--- src/rtl/tile_scroll_mapper_if.sv ---
// Pixel-position, tile-ROM, palette and colour signals of the background tile mapper.
interface tile_scroll_mapper_if #(
  parameter int unsigned IDX_W    = 3,
  parameter int unsigned ADDR_W   = 14,
  parameter int unsigned SCROLL_W = 7
);
  logic [9:0]          DrawX;
  logic [9:0]          DrawY;
  logic                blank;
  logic [SCROLL_W-1:0] scroll_x;
  logic [ADDR_W-1:0]   rom_addr;
  logic [IDX_W-1:0]    rom_q;
  logic [IDX_W-1:0]    pal_index;
  logic [3:0]          pal_red;
  logic [3:0]          pal_green;
  logic [3:0]          pal_blue;
  logic [3:0]          red;
  logic [3:0]          green;
  logic [3:0]          blue;
  logic                opaque;

  modport slave (
    input  DrawX, DrawY, blank, scroll_x, rom_q, pal_red, pal_green, pal_blue,
    output rom_addr, pal_index, red, green, blue, opaque
  );

  modport master (
    output DrawX, DrawY, blank, scroll_x, rom_q, pal_red, pal_green, pal_blue,
    input  rom_addr, pal_index, red, green, blue, opaque
  );
endinterface

--- src/rtl/tile_scroll_mapper.sv ---
// Scaled, repeated, horizontally scrolled background tile mapper driven by
// incremental texel counters; colour is gated by a ROM-latency-matched blank.
module tile_scroll_mapper #(
  parameter int unsigned TILE_W          = 96,
  parameter int unsigned TILE_H          = 96,
  parameter int unsigned SCALE           = 5,
  parameter int unsigned IDX_W           = 3,
  parameter int unsigned ROM_LATENCY     = 1,
  parameter int unsigned TRANSPARENT_IDX = 0,
  parameter int unsigned ADDR_W          = $clog2(TILE_W * TILE_H)
) (
  input  logic                 vga_clk,
  input  logic                 reset_n,
  tile_scroll_mapper_if.slave  bus
);

  localparam int unsigned TX_W = $clog2(TILE_W);
  localparam int unsigned TY_W = $clog2(TILE_H);
  localparam int unsigned SX_W = 3;
  localparam int unsigned BL_N = ROM_LATENCY + 1;

  localparam logic [TX_W-1:0]  TX_MAX = TX_W'(TILE_W - 1);
  localparam logic [TY_W-1:0]  TY_MAX = TY_W'(TILE_H - 1);
  localparam logic [SX_W-1:0]  S_MAX  = SX_W'(SCALE - 1);
  localparam logic [IDX_W-1:0] T_IDX  = IDX_W'(TRANSPARENT_IDX);

  logic [9:0]        prev_x_q, prev_y_q;
  logic [TX_W-1:0]   shadow_q, shadow_d;
  logic [TX_W-1:0]   tx_q, tx_d;
  logic [TY_W-1:0]   ty_q, ty_d;
  logic [SX_W-1:0]   sx_q, sx_d;
  logic [SX_W-1:0]   sy_q, sy_d;
  logic [ADDR_W-1:0] rom_addr_q, rom_addr_d;
  logic [BL_N-1:0]   blank_dly_q, blank_dly_d;
  logic [3:0]        red_q, red_d, green_q, green_d, blue_q, blue_d;
  logic              opaque_q, opaque_d;

  logic frame_start, line_start, x_step, y_step, col_zero;

  // Position change detection against the previous sample.
  assign frame_start = (bus.DrawX == '0) && (bus.DrawY == '0) &&
                       !((prev_x_q == '0) && (prev_y_q == '0));
  assign line_start  = (bus.DrawX == '0) && (prev_x_q != '0);
  assign x_step      = (bus.DrawX != prev_x_q) && (bus.DrawX != '0);
  assign y_step      = (bus.DrawY != prev_y_q) && (bus.DrawY != '0);
  assign col_zero    = (bus.DrawY == '0) && (prev_y_q != '0);

  always_comb begin
    shadow_d = shadow_q;
    tx_d     = tx_q;
    sx_d     = sx_q;
    ty_d     = ty_q;
    sy_d     = sy_q;

    if (frame_start) begin
      shadow_d = (32'(bus.scroll_x) < TILE_W) ? bus.scroll_x
                                              : bus.scroll_x - TX_W'(TILE_W);
    end

    // A frame start also restarts the line so the new scroll takes effect at once.
    if (line_start || frame_start) begin
      tx_d = shadow_d;
      sx_d = '0;
    end else if (x_step) begin
      if (sx_q == S_MAX) begin
        sx_d = '0;
        tx_d = (tx_q == TX_MAX) ? '0 : tx_q + TX_W'(1);
      end else begin
        sx_d = sx_q + SX_W'(1);
      end
    end

    if (col_zero) begin
      ty_d = '0;
      sy_d = '0;
    end else if (y_step) begin
      if (sy_q == S_MAX) begin
        sy_d = '0;
        ty_d = (ty_q == TY_MAX) ? '0 : ty_q + TY_W'(1);
      end else begin
        sy_d = sy_q + SX_W'(1);
      end
    end

    rom_addr_d = ADDR_W'(ty_d) * ADDR_W'(TILE_W) + ADDR_W'(tx_d);
  end

  // Blank delay matches the address register plus ROM latency.
  always_comb begin
    blank_dly_d = {blank_dly_q[BL_N-2:0], bus.blank};
    red_d       = '0;
    green_d     = '0;
    blue_d      = '0;
    opaque_d    = 1'b0;
    if (blank_dly_q[BL_N-1] && (bus.rom_q != T_IDX)) begin
      red_d    = bus.pal_red;
      green_d  = bus.pal_green;
      blue_d   = bus.pal_blue;
      opaque_d = 1'b1;
    end
  end

  always_ff @(posedge vga_clk or negedge reset_n) begin
    if (!reset_n) begin
      prev_x_q    <= '1;
      prev_y_q    <= '1;
      shadow_q    <= '0;
      tx_q        <= '0;
      sx_q        <= '0;
      ty_q        <= '0;
      sy_q        <= '0;
      rom_addr_q  <= '0;
      blank_dly_q <= '0;
      red_q       <= '0;
      green_q     <= '0;
      blue_q      <= '0;
      opaque_q    <= 1'b0;
    end else begin
      prev_x_q    <= bus.DrawX;
      prev_y_q    <= bus.DrawY;
      shadow_q    <= shadow_d;
      tx_q        <= tx_d;
      sx_q        <= sx_d;
      ty_q        <= ty_d;
      sy_q        <= sy_d;
      rom_addr_q  <= rom_addr_d;
      blank_dly_q <= blank_dly_d;
      red_q       <= red_d;
      green_q     <= green_d;
      blue_q      <= blue_d;
      opaque_q    <= opaque_d;
    end
  end

  assign bus.rom_addr  = rom_addr_q;
  assign bus.pal_index = bus.rom_q;
  assign bus.red       = red_q;
  assign bus.green     = green_q;
  assign bus.blue      = blue_q;
  assign bus.opaque    = opaque_q;

endmodule

--- src/flat_wrapper.sv ---
// flat-port wrapper written by rule: the top's interface ports become plain ports
module tile_scroll_mapper_flat 
#(
  parameter int unsigned TILE_W          = 96,
  parameter int unsigned TILE_H          = 96,
  parameter int unsigned SCALE           = 5,
  parameter int unsigned IDX_W           = 3,
  parameter int unsigned ROM_LATENCY     = 1,
  parameter int unsigned TRANSPARENT_IDX = 0,
  parameter int unsigned ADDR_W          = $clog2(TILE_W * TILE_H)
)
  (vga_clk, reset_n, bus_DrawX, bus_DrawY, bus_blank, bus_scroll_x, bus_rom_q, bus_pal_red, bus_pal_green, bus_pal_blue, bus_rom_addr, bus_pal_index, bus_red, bus_green, bus_blue, bus_opaque);
  tile_scroll_mapper_if #(.IDX_W(IDX_W), .ADDR_W(ADDR_W), .SCROLL_W(7)) bus_i ();
  input  logic vga_clk;
  input  logic reset_n;
  input wire logic [$bits(bus_i.DrawX)-1:0] bus_DrawX;
  input wire logic [$bits(bus_i.DrawY)-1:0] bus_DrawY;
  input wire logic [$bits(bus_i.blank)-1:0] bus_blank;
  input wire logic [$bits(bus_i.scroll_x)-1:0] bus_scroll_x;
  input wire logic [$bits(bus_i.rom_q)-1:0] bus_rom_q;
  input wire logic [$bits(bus_i.pal_red)-1:0] bus_pal_red;
  input wire logic [$bits(bus_i.pal_green)-1:0] bus_pal_green;
  input wire logic [$bits(bus_i.pal_blue)-1:0] bus_pal_blue;
  output wire logic [$bits(bus_i.rom_addr)-1:0] bus_rom_addr;
  output wire logic [$bits(bus_i.pal_index)-1:0] bus_pal_index;
  output wire logic [$bits(bus_i.red)-1:0] bus_red;
  output wire logic [$bits(bus_i.green)-1:0] bus_green;
  output wire logic [$bits(bus_i.blue)-1:0] bus_blue;
  output wire logic [$bits(bus_i.opaque)-1:0] bus_opaque;
  assign bus_i.DrawX = bus_DrawX;
  assign bus_i.DrawY = bus_DrawY;
  assign bus_i.blank = bus_blank;
  assign bus_i.scroll_x = bus_scroll_x;
  assign bus_i.rom_q = bus_rom_q;
  assign bus_i.pal_red = bus_pal_red;
  assign bus_i.pal_green = bus_pal_green;
  assign bus_i.pal_blue = bus_pal_blue;
  assign bus_rom_addr = bus_i.rom_addr;
  assign bus_pal_index = bus_i.pal_index;
  assign bus_red = bus_i.red;
  assign bus_green = bus_i.green;
  assign bus_blue = bus_i.blue;
  assign bus_opaque = bus_i.opaque;
  tile_scroll_mapper #(.TILE_W(TILE_W), .TILE_H(TILE_H), .SCALE(SCALE), .IDX_W(IDX_W), .ROM_LATENCY(ROM_LATENCY), .TRANSPARENT_IDX(TRANSPARENT_IDX), .ADDR_W(ADDR_W)) u_core (.vga_clk(vga_clk), .reset_n(reset_n), .bus(bus_i));
endmodule
--- config.mk ---
export PLATFORM = sky130hd
export DESIGN_NAME = tile_scroll_mapper_flat
export DESIGN_NICKNAME = d
export VERILOG_FILES = /design/src/rtl/tile_scroll_mapper_if.sv /design/src/rtl/tile_scroll_mapper.sv /design/src/flat_wrapper.sv
export SDC_FILE = /design/constraint.sdc
export NUM_CORES = 1
export LEC_CHECK = 0
export ABC_AREA = 1
export BUFFER_PORTS_ARGS = -buffer_cell sky130_fd_sc_hd__buf_2
export CAP_MARGIN = 10
export CORE_MARGIN = 2
export CORE_UTILIZATION = 45
export CTS_BUF_LIST = sky130_fd_sc_hd__clkbuf_8
export DETAILED_ROUTE_END_ITERATION = 16
export GPL_TIMING_DRIVEN = 0
export HOLD_SLACK_MARGIN = 0.06
export PLACE_DENSITY = 0.7
export SYNTH_ARGS = -nofsm -noshare
export SYNTH_HDL_FRONTEND = slang
export SYNTH_SLANG_ARGS = --single-unit
--- constraint.sdc ---
create_clock -name vga_clk -period 3.3 [get_ports vga_clk]
set_clock_uncertainty 0.05 [all_clocks]
set_input_delay 0.33 -clock vga_clk [delete_from_list [all_inputs] [get_ports vga_clk]]
set_output_delay 0.33 -clock vga_clk [all_outputs]
set_load 0.01 [all_outputs]
# Yosys cells after proc, flatten, opt, wreduce, memory -nomap -nowiden
# Cells that the tools add are included.
dict set report op_classes {
  reduce_logical 21
  addsub 6
  n_mul 1
  mux 20
  eq_ne 6
  order_cmp 1
}
# cell n
set op_table {}
lappend op_table {{two-way mux 7 bit} 10}
lappend op_table {{logical NOT 10 bit} 4}
lappend op_table {{nonzero test 10 bit} 4}
lappend op_table {{inequality test 10 bit} 2}
lappend op_table {{two-way mux 3 bit} 6}
lappend op_table {{adder 14 x 7 -> 14 bit} 1}
lappend op_table {{adder 7 x 1 -> 7 bit, second input constant} 2}
lappend op_table {{equality test 7 bit, second input constant} 2}
lappend op_table {{two-way mux 4 bit} 3}
lappend op_table {{multiplier 7 x 2 -> 9 bit, second input constant} 1}
lappend op_table {{logical AND 1 bit} 8}
lappend op_table {{< comparator 7 bit, second input constant} 1}
lappend op_table {{subtractor 7 bit, second input constant} 1}
lappend op_table {{adder 3 x 1 -> 3 bit, second input constant} 2}
lappend op_table {{equality test 3 bit, second input constant} 2}
lappend op_table {{nonzero test 2 bit} 2}
lappend op_table {{nonzero test 3 bit} 1}
lappend op_table {{logical NOT 1 bit} 1}
lappend op_table {{logical OR 1 bit} 1}
lappend op_table {{two-way mux 1 bit} 1}
dict set report totals {
  reg_bits 76
  out_inout_bits 30
  input_bits 45
}

# Depth between registers and ports, before layout
# Gate-level depths: netlist (run 1).
dict set report logic_depth {
  ltp_word 7
  depth_mapped 24
}

# Worst setup path before layout (run 1)
# No wires, ideal clock.
dict set report synth_timing {
  path_kind {reg-to-reg}
  startpoint {reg u_core.prev_y_q[7]}
  endpoint {reg u_core.rom_addr_q[13], in the netlist u_core.bus.rom_addr[13]}
  setup_time_ns 0.117
  t_arrival_ns 2.923
  slack_ns 0.210
  synth_period_minus_slack_ns 3.090
  stages_incl_launch_ff 24
  cell_sequence {dfstp_2 inv_1 nand2_1 and2_1 nand2_1 nor2_1 nand3_2 nand2_2 nor2_2 o21ai_0 nor2_1 ha_1 fa_1 nand2_1 nand2_1 nand2_1 nand2_1 or2_2 nand2_1 inv_1 nand2_1 nor2_1 nand4_1 nand2_1}
}
# item line
set synth_lines {}
lappend synth_lines {{start: declaration} tile_scroll_mapper.sv:27} ;# logic [9:0] prev_x_q, prev_y_q;
lappend synth_lines {{start signal: assignment} tile_scroll_mapper.sv:120} ;# prev_y_q <= bus.DrawY;
lappend synth_lines {{inequality test 10 bit} tile_scroll_mapper.sv:45} ;# assign y_step = (bus.DrawY != prev_y_q) && (bus.DrawY != '0);
lappend synth_lines {{logical AND 1 bit} tile_scroll_mapper.sv:45}
lappend synth_lines {{two-way mux 7 bit} tile_scroll_mapper.sv:76} ;# end else if (y_step) begin
lappend synth_lines {{two-way mux 7 bit (*)} tile_scroll_mapper.sv:73} ;# if (col_zero) begin
lappend synth_lines {{via u_core.ty_d[1]} tile_scroll_mapper.sv:30} ;# logic [TY_W-1:0] ty_q, ty_d;
lappend synth_lines {{multiplier 7 x 2 -> 9 bit (*)} tile_scroll_mapper.sv:85} ;# rom_addr_d = ADDR_W'(ty_d) * ADDR_W'(TILE_W) + ADDR_W'(tx_d);
lappend synth_lines {{adder 14 x 7 -> 14 bit (*)} tile_scroll_mapper.sv:85}
lappend synth_lines {{via u_core.rom_addr_d[13]} tile_scroll_mapper.sv:33} ;# logic [ADDR_W-1:0] rom_addr_q, rom_addr_d;
lappend synth_lines {{end signal: assignment} tile_scroll_mapper.sv:126} ;# rom_addr_q <= rom_addr_d;
lappend synth_lines {{end: declaration} tile_scroll_mapper.sv:33}
# The timed path passes the listed nets; every way through them passes the cells marked *.
# A chain may end at the register's enable or synchronous reset.

# Worst setup path in the final report (run 1)
# Ends and elaborated chain as after synthesis.

==> run metrics, run 1 <==
status finished clean; IO Port Bufs 74; total vias in the final route 3299; initial antenna violation count 0; Pre-Repair DR Iteration Count 4; Clock transition at path regs 0.07 ns; post-synth top area share 32.9%; cell area power density 747 mW/mm2; Core ar. 0.00830 mm2; Crit. End Element register; number of global-route vias before repair 3179; Post-Syn Instances 476; DRC errors left 0; # diodes 0; Clock Tree Buf Depth 2; CTS tree built; global placement routability congestion 0.850; multi-input combinational cell area 0.00182 mm2; final setup violation count 0; GR Overflow Total 0; FP Rows 33; drt wl/cell 11.5 um; Synth Area per Inst 8.15 um2; Placed Instance Area 0.00438 mm2; Hold Fails Final Rpt 0; Reg power frac 33.3%; max-slew violations 0; DP Wirelength 5730 um; All-Layer GR Usage 18.0%; Post-Place Cells 655; worst slew pin tran 0.887 ns; WP data arrival 3.32 ns; cells along the critical path inv_1, nand2_1, and2_1, nand2_1, nor2_1, nand3_2, nand2_4, nor2_4, o21ai_2, nor2_2, ha_2, fa_2, nand2_1, nand2_1, nand2_1, nand2_1, or2_2, nand2_1, inv_1, nand2_1, nor2_2, nand4_1, nand2_1; Clock Power Share 18.5%; syn_nets 539; Design Area, Final 0.00490 mm2; Setup TNS 0 ns; register area 0.00180 mm2; worst-path fanout max 5; Post-synth EDFFs 0; WP data required 3.49 ns; minimum clock period 3.13 ns; slowest CP cell dfstp_2; via/cell ratio 4.73; die area 0.00938 mm2; Routed Antenna Nets 0; Leak 0.00267 uW; Die W 96.8 um; VDD IR max 0.000345 V; share of layout cells above drive strength 1 28.5%; NetSw 1460 uW; Synth Flop Type dfrtp_1; Syn Std Cell Area 0.00388 mm2; starting density of the core 46.7%; Max Clock Freq 0.319 GHz; Net Sw Frac 39.8%; Worst Hold Class input pin to asynchronous set/reset pin; Sink Count 71; CP dominant cell by count nand2_1; cell internal pwr 2210 uW; drt initial violations 134; H-tree Lvls 3; Critical Path Start Type register; Synth area leaders dfrtp_1 33%, dfstp_2 14%, nand2_1 12%, inv_1 6.5%, nor2_1 5.5%; num ports 75; Hold Worst Slack 0.0731 ns; Max stage delay on crit path 0.55 ns; area grow syn2layout 26.4%; Max-slew headroom 40.8%; Worst Setup SP u_core.prev_y_q[7]$_DFF_PN1_; Fillers 765; number of synthesized register bits 71; Ys Warns 0; kind of critical path register to register; MaxCap Viol Count 0; total power 3660 uW; clock root cell clkbuf_8; combinational power share 48.2%; largest area contributor in the netlist dfrtp_1; Seq/Total Area, Yosys 46.5%; Synth async-reset ratio 100%; Clk Latency, worst-skew pair 0.34 ns; global-route wire length before repair 14000 um; FF-to-FF Start u_core.prev_y_q[7]$_DFF_PN1_; # nets final 650; total wire length 8040 um; Distinct cells, synth 37; Die Height 96.8 um; Num CTS Buffers 9; crit share post-route 94.8%; fin cells 697; largest net degree at the start of global routing 72
-- per-layer routing --
metal	share of wire, %	vias up	GRT usage (%)
met1	44	1544	21.9
li1	-	1690	-
met5	0	-	0
met4	1.1	0	6.07
met2	51	58	31.5
met3	3.4	7	4.19
-- registers in the layout, summed over array words and instances, names as in the netlist --
| register | flops |
|---|---|
| u_core.bus.green | 4 |
| u_core.bus.rom_addr | 9 |
| u_core.prev_y_q | 10 |
| u_core.prev_x_q | 10 |
| u_core.sx_q | 3 |
| u_core.bus.blue | 4 |
| u_core.sy_q | 3 |
| u_core.shadow_q | 7 |
| u_core.blank_dly_q | 2 |
| u_core.bus.red | 4 |
| u_core.tx_q | 7 |
| u_core.bus.opaque | 1 |
| u_core.ty_q | 7 |
-- stage by stage --
stage               worst slack [ns]  utilization (%)
global route                 -0.0734             59.1
finish                         0.170             59.1
CTS                           0.0142             57.6
global placement             -0.0507             52.8
floorplan                      0.210                -
detailed placement           -0.0654             52.8
-- synth_stat cells (all sizes together), types with 11 or more instances --
cell type and instances:
ha 16, nor2 60, inv 73, o21ai 21
dfstp 20, dfrtp 51, nand2 130, xor2 11
a21oi 15, nand3 32
-- logic make-up (layout without fill, tap and decap cells) --
kind of cell	Yosys count	in the layout	share of synthesized area, %
DFF	71	71	46.5
and+or+nand+nor	248	248	28.8
buffers and inverters	82	198	8.71
xor gates and xnor gates	19	19	4.29
AOI/OAI and AO/OA	38	38	5.52
adders and majority gates	18	18	6.20
-- power by group through the flow --
stage	logic, uW	registers [uW]	clock network, uW
floorplan	1210	1240	0
global placement	1560	1220	0
detailed placement	1600	1230	0
CTS	1640	1220	698
global route	2030	1250	738
finish	1770	1220	677
-- path summary, 6_finish.rpt --
path | endpoint | slack, ns | depth (start not counted)
setup / recovery | u_core.bus.rom_addr[13]$_DFF_PN0_ | 0.17 | 23
hold / removal | u_core.bus.green[3]$_DFF_PN0_ | 0.07 | 1
setup reg to reg | u_core.bus.rom_addr[13]$_DFF_PN0_ | 0.17 | 23
hold reg to reg | u_core.blank_dly_q[1]$_DFF_PN0_ | 0.31 | 0
max in group asynchronous | u_core.ty_q[3]$_DFF_PN0_ | 2.57 | 1
min in group vga_clk | u_core.prev_x_q[4]$_DFF_PN1_ | 0.08 | 1
-- final cells by class --
class,instances,share of cell area (%)
inverter,73,5.64
clock buffer,10,2.81
timing repair buffer,100,12.6
clock inverter,6,1.07
sequential,71,36.8
tap,105,2.68
multi-input combinational,323,37.2
buffer,9,1.30
-- layout by cell type, fill, tap and decap left out, drive strengths merged --
cell type    netlist  layout
clkinv             0       3
inv               73      75
xor2              11      11
nand4              7       7
dlygate4sd3        0      19
o31ai              1       1
nor4               1       1
xnor2              8       8
or2                8       8
and3               1       1
nor2              60      60
o21ai             21      21
a21oi             15      15
nand3             32      32
buf                8      89
bufinv             0       1
fa                 2       2
ha                16      16
nand2            130     130
nor3               6       6
dfrtp             51      51
o21a               1       1
dfstp             20      20
nand3b             2       2
and2               1       1
clkbuf             1      11
-- critical path: cells and delay by family (launching register included) --
family	cells	cell delay, ns
compound gates	1	0.13
fa+ha+maj	2	0.57
buf+inv	2	0.09
flops	1	0.55
simple gates	18	1.63
-- timing repair --
action                     in CTS  in global routing
resized for setup               2                 21
hold endpoints to repair       19                  0
setup endpoints to repair       2                  4
hold buffers                   19                  0
buffers inserted                1                  6
pin swaps                       0                  5
No activity file was read; power rests on OpenSTA's default activity.
==> inputs of run 2 (changes only) <==
--- a/config.mk
+++ b/config.mk
@@ -10,7 +10,6 @@
 export CAP_MARGIN = 10
 export CORE_MARGIN = 2
 export CORE_UTILIZATION = 45
-export CTS_BUF_LIST = sky130_fd_sc_hd__clkbuf_8
 export DETAILED_ROUTE_END_ITERATION = 16
 export GPL_TIMING_DRIVEN = 0
 export HOLD_SLACK_MARGIN = 0.06
==> run 2 against run 1 <==
  * Maximum frequency rose by 0.12%
  * Die area did not move
  * Cell area did not move
  * Setup slack improved by 0.0037 ns
  * Clock power rose by 1%
  * Worst hold slack got worse by 0.018 ns
  * Wire length rose by 0.49%
  * Critical endpoint unchanged
  * Core utilization did not move
==> run metrics, run 2 (same netlist as run 1, synthesis figures left out) <==
status finished clean; global-route wire length before repair 13900 um; Setup TNS 0 ns; num ports 75; number of global-route vias before repair 3165; Leak 0.00266 uW; Pre-Repair DR Iteration Count 4; Crit. End Element register; total power 3670 uW; Die W 96.8 um; drt initial violations 137; H-tree Lvls 3; Post-Place Cells 655; share of layout cells above drive strength 1 28.5%; commonest non-fill, non-tap cell in the layout nand2_1; Max Clock Freq 0.320 GHz; Sink Count 71; global placement routability congestion 0.850; VDD IR max 0.000345 V; Clk Latency, worst-skew pair 0.34 ns; starting density of the core 46.7%; total vias in the final route 3292; crit share post-route 94.7%; clock root cell clkbuf_8; cell area power density 749 mW/mm2; CP top delay family simple AND/OR/NAND/NOR gates; FF-to-FF Start u_core.prev_y_q[7]$_DFF_PN1_; Die Height 96.8 um; CTS tree built; worst slew pin tran 0.892 ns; CP dominant cell by count nand2_1; All-Layer GR Usage 18.0%; GR Overflow Total 0; Routed Antenna Nets 0; Critical Path Start Type register; # nets final 650; FP Rows 33; Core ar. 0.00830 mm2; Num CTS Buffers 9; IO Port Bufs 74; MaxCap Viol Count 0; kind of critical path register to register; RR Endpoint u_core.bus.rom_addr[13]$_DFF_PN0_; WP data arrival 3.32 ns; Worst Hold Class input pin to asynchronous set/reset pin; max-slew violations 0; register-to-register setup slack 0.17 ns; die area 0.00938 mm2; Clock transition at path regs 0.08 ns; buffers plus inverters on the worst setup path 2; Reg2Reg Depth 23; via/cell ratio 4.72; area grow syn2layout 26.4%; WP data required 3.49 ns; slowest CP cell dfstp_2; largest net degree at the start of global routing 72; initial antenna violation count 0; Max-slew headroom 40.6%; most frequent cells in the layout 119 x nand2_1, 73 x buf_2, 67 x inv_1; cells along the critical path inv_1, nand2_1, and2_1, nand2_1, nor2_1, nand3_2, nand2_4, nor2_4, o21ai_2, nor2_2, ha_2, fa_2, nand2_1, nand2_1, nand2_1, nand2_1, or2_2, nand2_1, inv_1, nand2_1, nor2_2, nand4_1, nand2_1; Clock Tree Buf Depth 2; final setup violation count 0; DRC errors left 0; total wire length 8080 um; Hold Fails Final Rpt 0; DP Wirelength 5730 um; # diodes 0; worst-path fanout max 5; minimum clock period 3.13 ns; Max stage delay on crit path 0.55 ns; fin cells 697; drt wl/cell 11.6 um
[run 2: worst max path at each step]
| stage | start | end | slack (ns) | cells past startpoint |
|---|---|---|---|---|
| after floorplan | u_core.prev_y_q[7]$_DFF_PN1_ | u_core.bus.rom_addr[13]$_DFF_PN0_ | 0.21 | 23 |
| after CTS | u_core.prev_y_q[1]$_DFF_PN1_ | u_core.bus.rom_addr[13]$_DFF_PN0_ | 0.01 | 21 |
| after global routing | u_core.ty_q[1]$_DFF_PN0_ | u_core.bus.rom_addr[12]$_DFF_PN0_ | -0.07 | 18 |
| after global placement | u_core.prev_y_q[7]$_DFF_PN1_ | u_core.bus.rom_addr[13]$_DFF_PN0_ | -0.05 | 23 |
| final | u_core.prev_y_q[7]$_DFF_PN1_ | u_core.bus.rom_addr[13]$_DFF_PN0_ | 0.17 | 23 |
| after detailed placement | u_core.prev_y_q[7]$_DFF_PN1_ | u_core.bus.rom_addr[13]$_DFF_PN0_ | -0.07 | 23 |
[run 2: routing by layer]
layer,track usage [%],vias up,share of wire (%)
met3,4.19,9,3.5
met2,31.4,55,52
met5,0,-,0
li1,-,1689,-
met4,6.07,0,1.3
met1,21.9,1539,44
[run 2: final cells by class]
class | count | area (um2)
Clock inverter | 4 | 45.0
Buffer | 9 | 63.8
Tap cell | 105 | 131
Timing Repair Buffer | 100 | 616
Multi-Input combinational cell | 323 | 1820
Fill cell | 765 | 3400
Clock buffer | 12 | 145
Inverter | 73 | 277
Sequential cell | 71 | 1800
[run 2: report_power, final]
part	internal (uW)	switching, uW
Sequential	1090	131
Clock	367	319
Combinational	754	1010
[run 2: what timing repair did]
action | CTS | global route
hold buffers | 18 | 1
endpoints found under the hold margin | 18 | 1
endpoints found under the setup margin | 2 | 4
setup buffers | 1 | 6
cloned | 0 | 0
pin swaps | 0 | 5
resized for setup | 2 | 21
[run 2: per-stage QoR]
| stage | util, % | worst slack [ns] | hold slack [ns] | cell area, um2 |
|---|---|---|---|---|
| final | 59.1 | 0.174 | 0.0548 | 4900 |
| after global routing | 59.1 | -0.0734 | 0.0638 | 4900 |
| after CTS | 57.4 | 0.0142 | 0.0600 | 4770 |
| after detailed placement | 52.8 | -0.0654 | 0.290 | 4380 |
| after global placement | 52.8 | -0.0507 | 0.282 | 4380 |
| after floorplan | - | 0.210 | -0.0156 | 3880 |
==> inputs of run 3 (changes only) <==
--- a/config.mk
+++ b/config.mk
@@ -8,6 +8,7 @@
 export ABC_AREA = 1
 export BUFFER_PORTS_ARGS = -buffer_cell sky130_fd_sc_hd__buf_2
 export CAP_MARGIN = 10
+export CORE_ASPECT_RATIO = 0.8
 export CORE_MARGIN = 2
 export CORE_UTILIZATION = 45
 export DETAILED_ROUTE_END_ITERATION = 16
==> run 3 against run 2 <==
  * Die area is essentially flat
  * Clock power grew 1%
  * Combinational power is 15% higher
  * Setup slack worse by 0.047 ns
  * Worst hold slack got worse by 0.016 ns
  * Register-to-register slack got worse by 0.05 ns
  * Count of clock-buffer cells in the layout decreased by 1
  * Largest cell class unchanged
  * Largest power group unchanged
==> run metrics, run 3 (same netlist as run 1, synthesis figures left out) <==
Num CTS Buffers 9; kind of critical path register to register; GR Overflow Total 0; Clock Tree Buf Depth 2; All-Layer GR Usage 18.8%; MaxCap Viol Count 0; share of layout cells above drive strength 1 31.6%; final setup violation count 0; Max-slew headroom 41.5%; pre-CTS WS -0.168 ns; Sink Count 71; worst slew pin tran 0.878 ns; Die Height 87.0 um; cells along the critical path inv_2, nand2_2, and2_1, nand2_1, nor2_2, nand3_2, nand2_4, nor2_4, o21ai_2, nor2_4, ha_4, fa_2, inv_1, nor2_2, nand2_2, nor2_4, nand2_2, nor2_4, nand3_2, nand2_1, nand2_1; max-slew violations 0; number of global-route vias before repair 3155; Hold Fails Final Rpt 0; CP top delay family simple AND/OR/NAND/NOR gates; Max stage delay on crit path 0.55 ns; Pre-Repair DR Iteration Count 4; WP data arrival 3.36 ns; register-to-register setup slack 0.13 ns; total vias in the final route 3303; Critical Path Start Type register; most frequent cells in the layout 110 x nand2_1, 73 x buf_2, 65 x inv_1; global-route wire length before repair 13900 um; initial antenna violation count 0; # nets final 653; DRC errors left 0; Die W 108 um; Fillers 774; Setup TNS 0 ns; IO Port Bufs 74; H-tree Lvls 3; drt wl/cell 11.9 um; drt initial violations 210; buffers plus inverters on the worst setup path 2; FP Rows 30; WP data required 3.49 ns; RSZ-0062 raised after global routing true; crit share post-route 96.2%; Design Area, Final 0.00502 mm2; largest net degree at the start of global routing 72; status finished clean; Routed Antenna Nets 0; CP dominant cell by count nor2_4; num ports 75; clock root cell clkbuf_8; die area 0.00938 mm2; slowest CP cell dfstp_2; Core ar. 0.00841 mm2; worst-path fanout max 5; cell area power density 785 mW/mm2; Placed Instance Area 0.00439 mm2; global placement routability congestion 0.831; Worst Hold Class input pin to asynchronous set/reset pin; Clk Latency, worst-skew pair 0.34 ns; VDD IR max 0.000432 V; total wire length 8440 um; total power 3940 uW; area grow syn2layout 29.5%; # diodes 0; commonest non-fill, non-tap cell in the layout nand2_1; Max Clock Freq 0.315 GHz; Clock transition at path regs 0.08 ns; Crit. End Element register; minimum clock period 3.17 ns; Leak 0.00268 uW; DP Wirelength 5810 um; starting density of the core 46.1%; via/cell ratio 4.67; CTS tree built; Final WS setup 0.126 ns
## run 3: changes by cell type in the layout (fill, tap and decap cells not counted), moves of 3 or more
cell / previous run / this run
nand2_1: 119 / 110
nand2_2: 7 / 16
nor2_1: 54 / 50
inv_2: 5 / 8
nor2_4: 1 / 4
## run 3: stage by stage
stage	util, %	cells	hold WS, ns
floorplan	-	476	-0.0156
global placement	52.2	662	0.283
detailed placement	52.2	662	0.293
CTS	57.6	701	0.0786
global route	59.7	707	0.114
finish	59.7	707	0.0387
## run 3: metal layers
layer	wire, um	up-vias	GRT usage (%)
li1	-	1699	-
met1	3760	1536	23.1
met2	4270	62	32.9
met3	346	6	5.31
met4	60	0	4.43
met5	0	-	0
## run 3: report_power, final
group	internal (uW)	switching, uW	total [uW]
sequential	1090	126	1220
combinational	871	1160	2030
clock	370	326	696
## run 3: layout make-up
| cell class | count | area [um2] | share of cell area, % |
|---|---|---|---|
| Buffer | 9 | 63.8 | 1.27 |
| Clock buffer | 11 | 141 | 2.82 |
| Clock inverter | 5 | 56.3 | 1.12 |
| Inverter | 73 | 274 | 5.46 |
| Multi-Input combinational cell | 323 | 1900 | 37.8 |
| Sequential cell | 71 | 1800 | 35.9 |
| Tap cell | 112 | 140 | 2.79 |
| Timing Repair Buffer | 103 | 643 | 12.8 |
## run 3: timing repair
action	4_1_cts	5_1_grt
gates resized for setup	8	38
pin swaps	1	19
endpoints found under the setup margin	4	4
endpoints found under the hold margin	21	0
hold buffers	21	0
setup buffers	2	6
## run 3: final timing paths
path                                                 start  cells past startpoint                           endpoint
max in group asynchronous                          reset_n                      1         u_core.sy_q[1]$_DFFE_PN0P_
setup reg to reg              u_core.prev_y_q[7]$_DFF_PN1_                     21  u_core.bus.rom_addr[13]$_DFF_PN0_
min in group vga_clk                       bus_pal_blue[3]                      3       u_core.bus.blue[3]$_DFF_PN0_
setup / recovery              u_core.prev_y_q[7]$_DFF_PN1_                     21  u_core.bus.rom_addr[13]$_DFF_PN0_
hold reg to reg            u_core.blank_dly_q[0]$_DFF_PN0_                      0    u_core.blank_dly_q[1]$_DFF_PN0_
hold / removal                                     reset_n                      1       u_core.bus.blue[3]$_DFF_PN0_
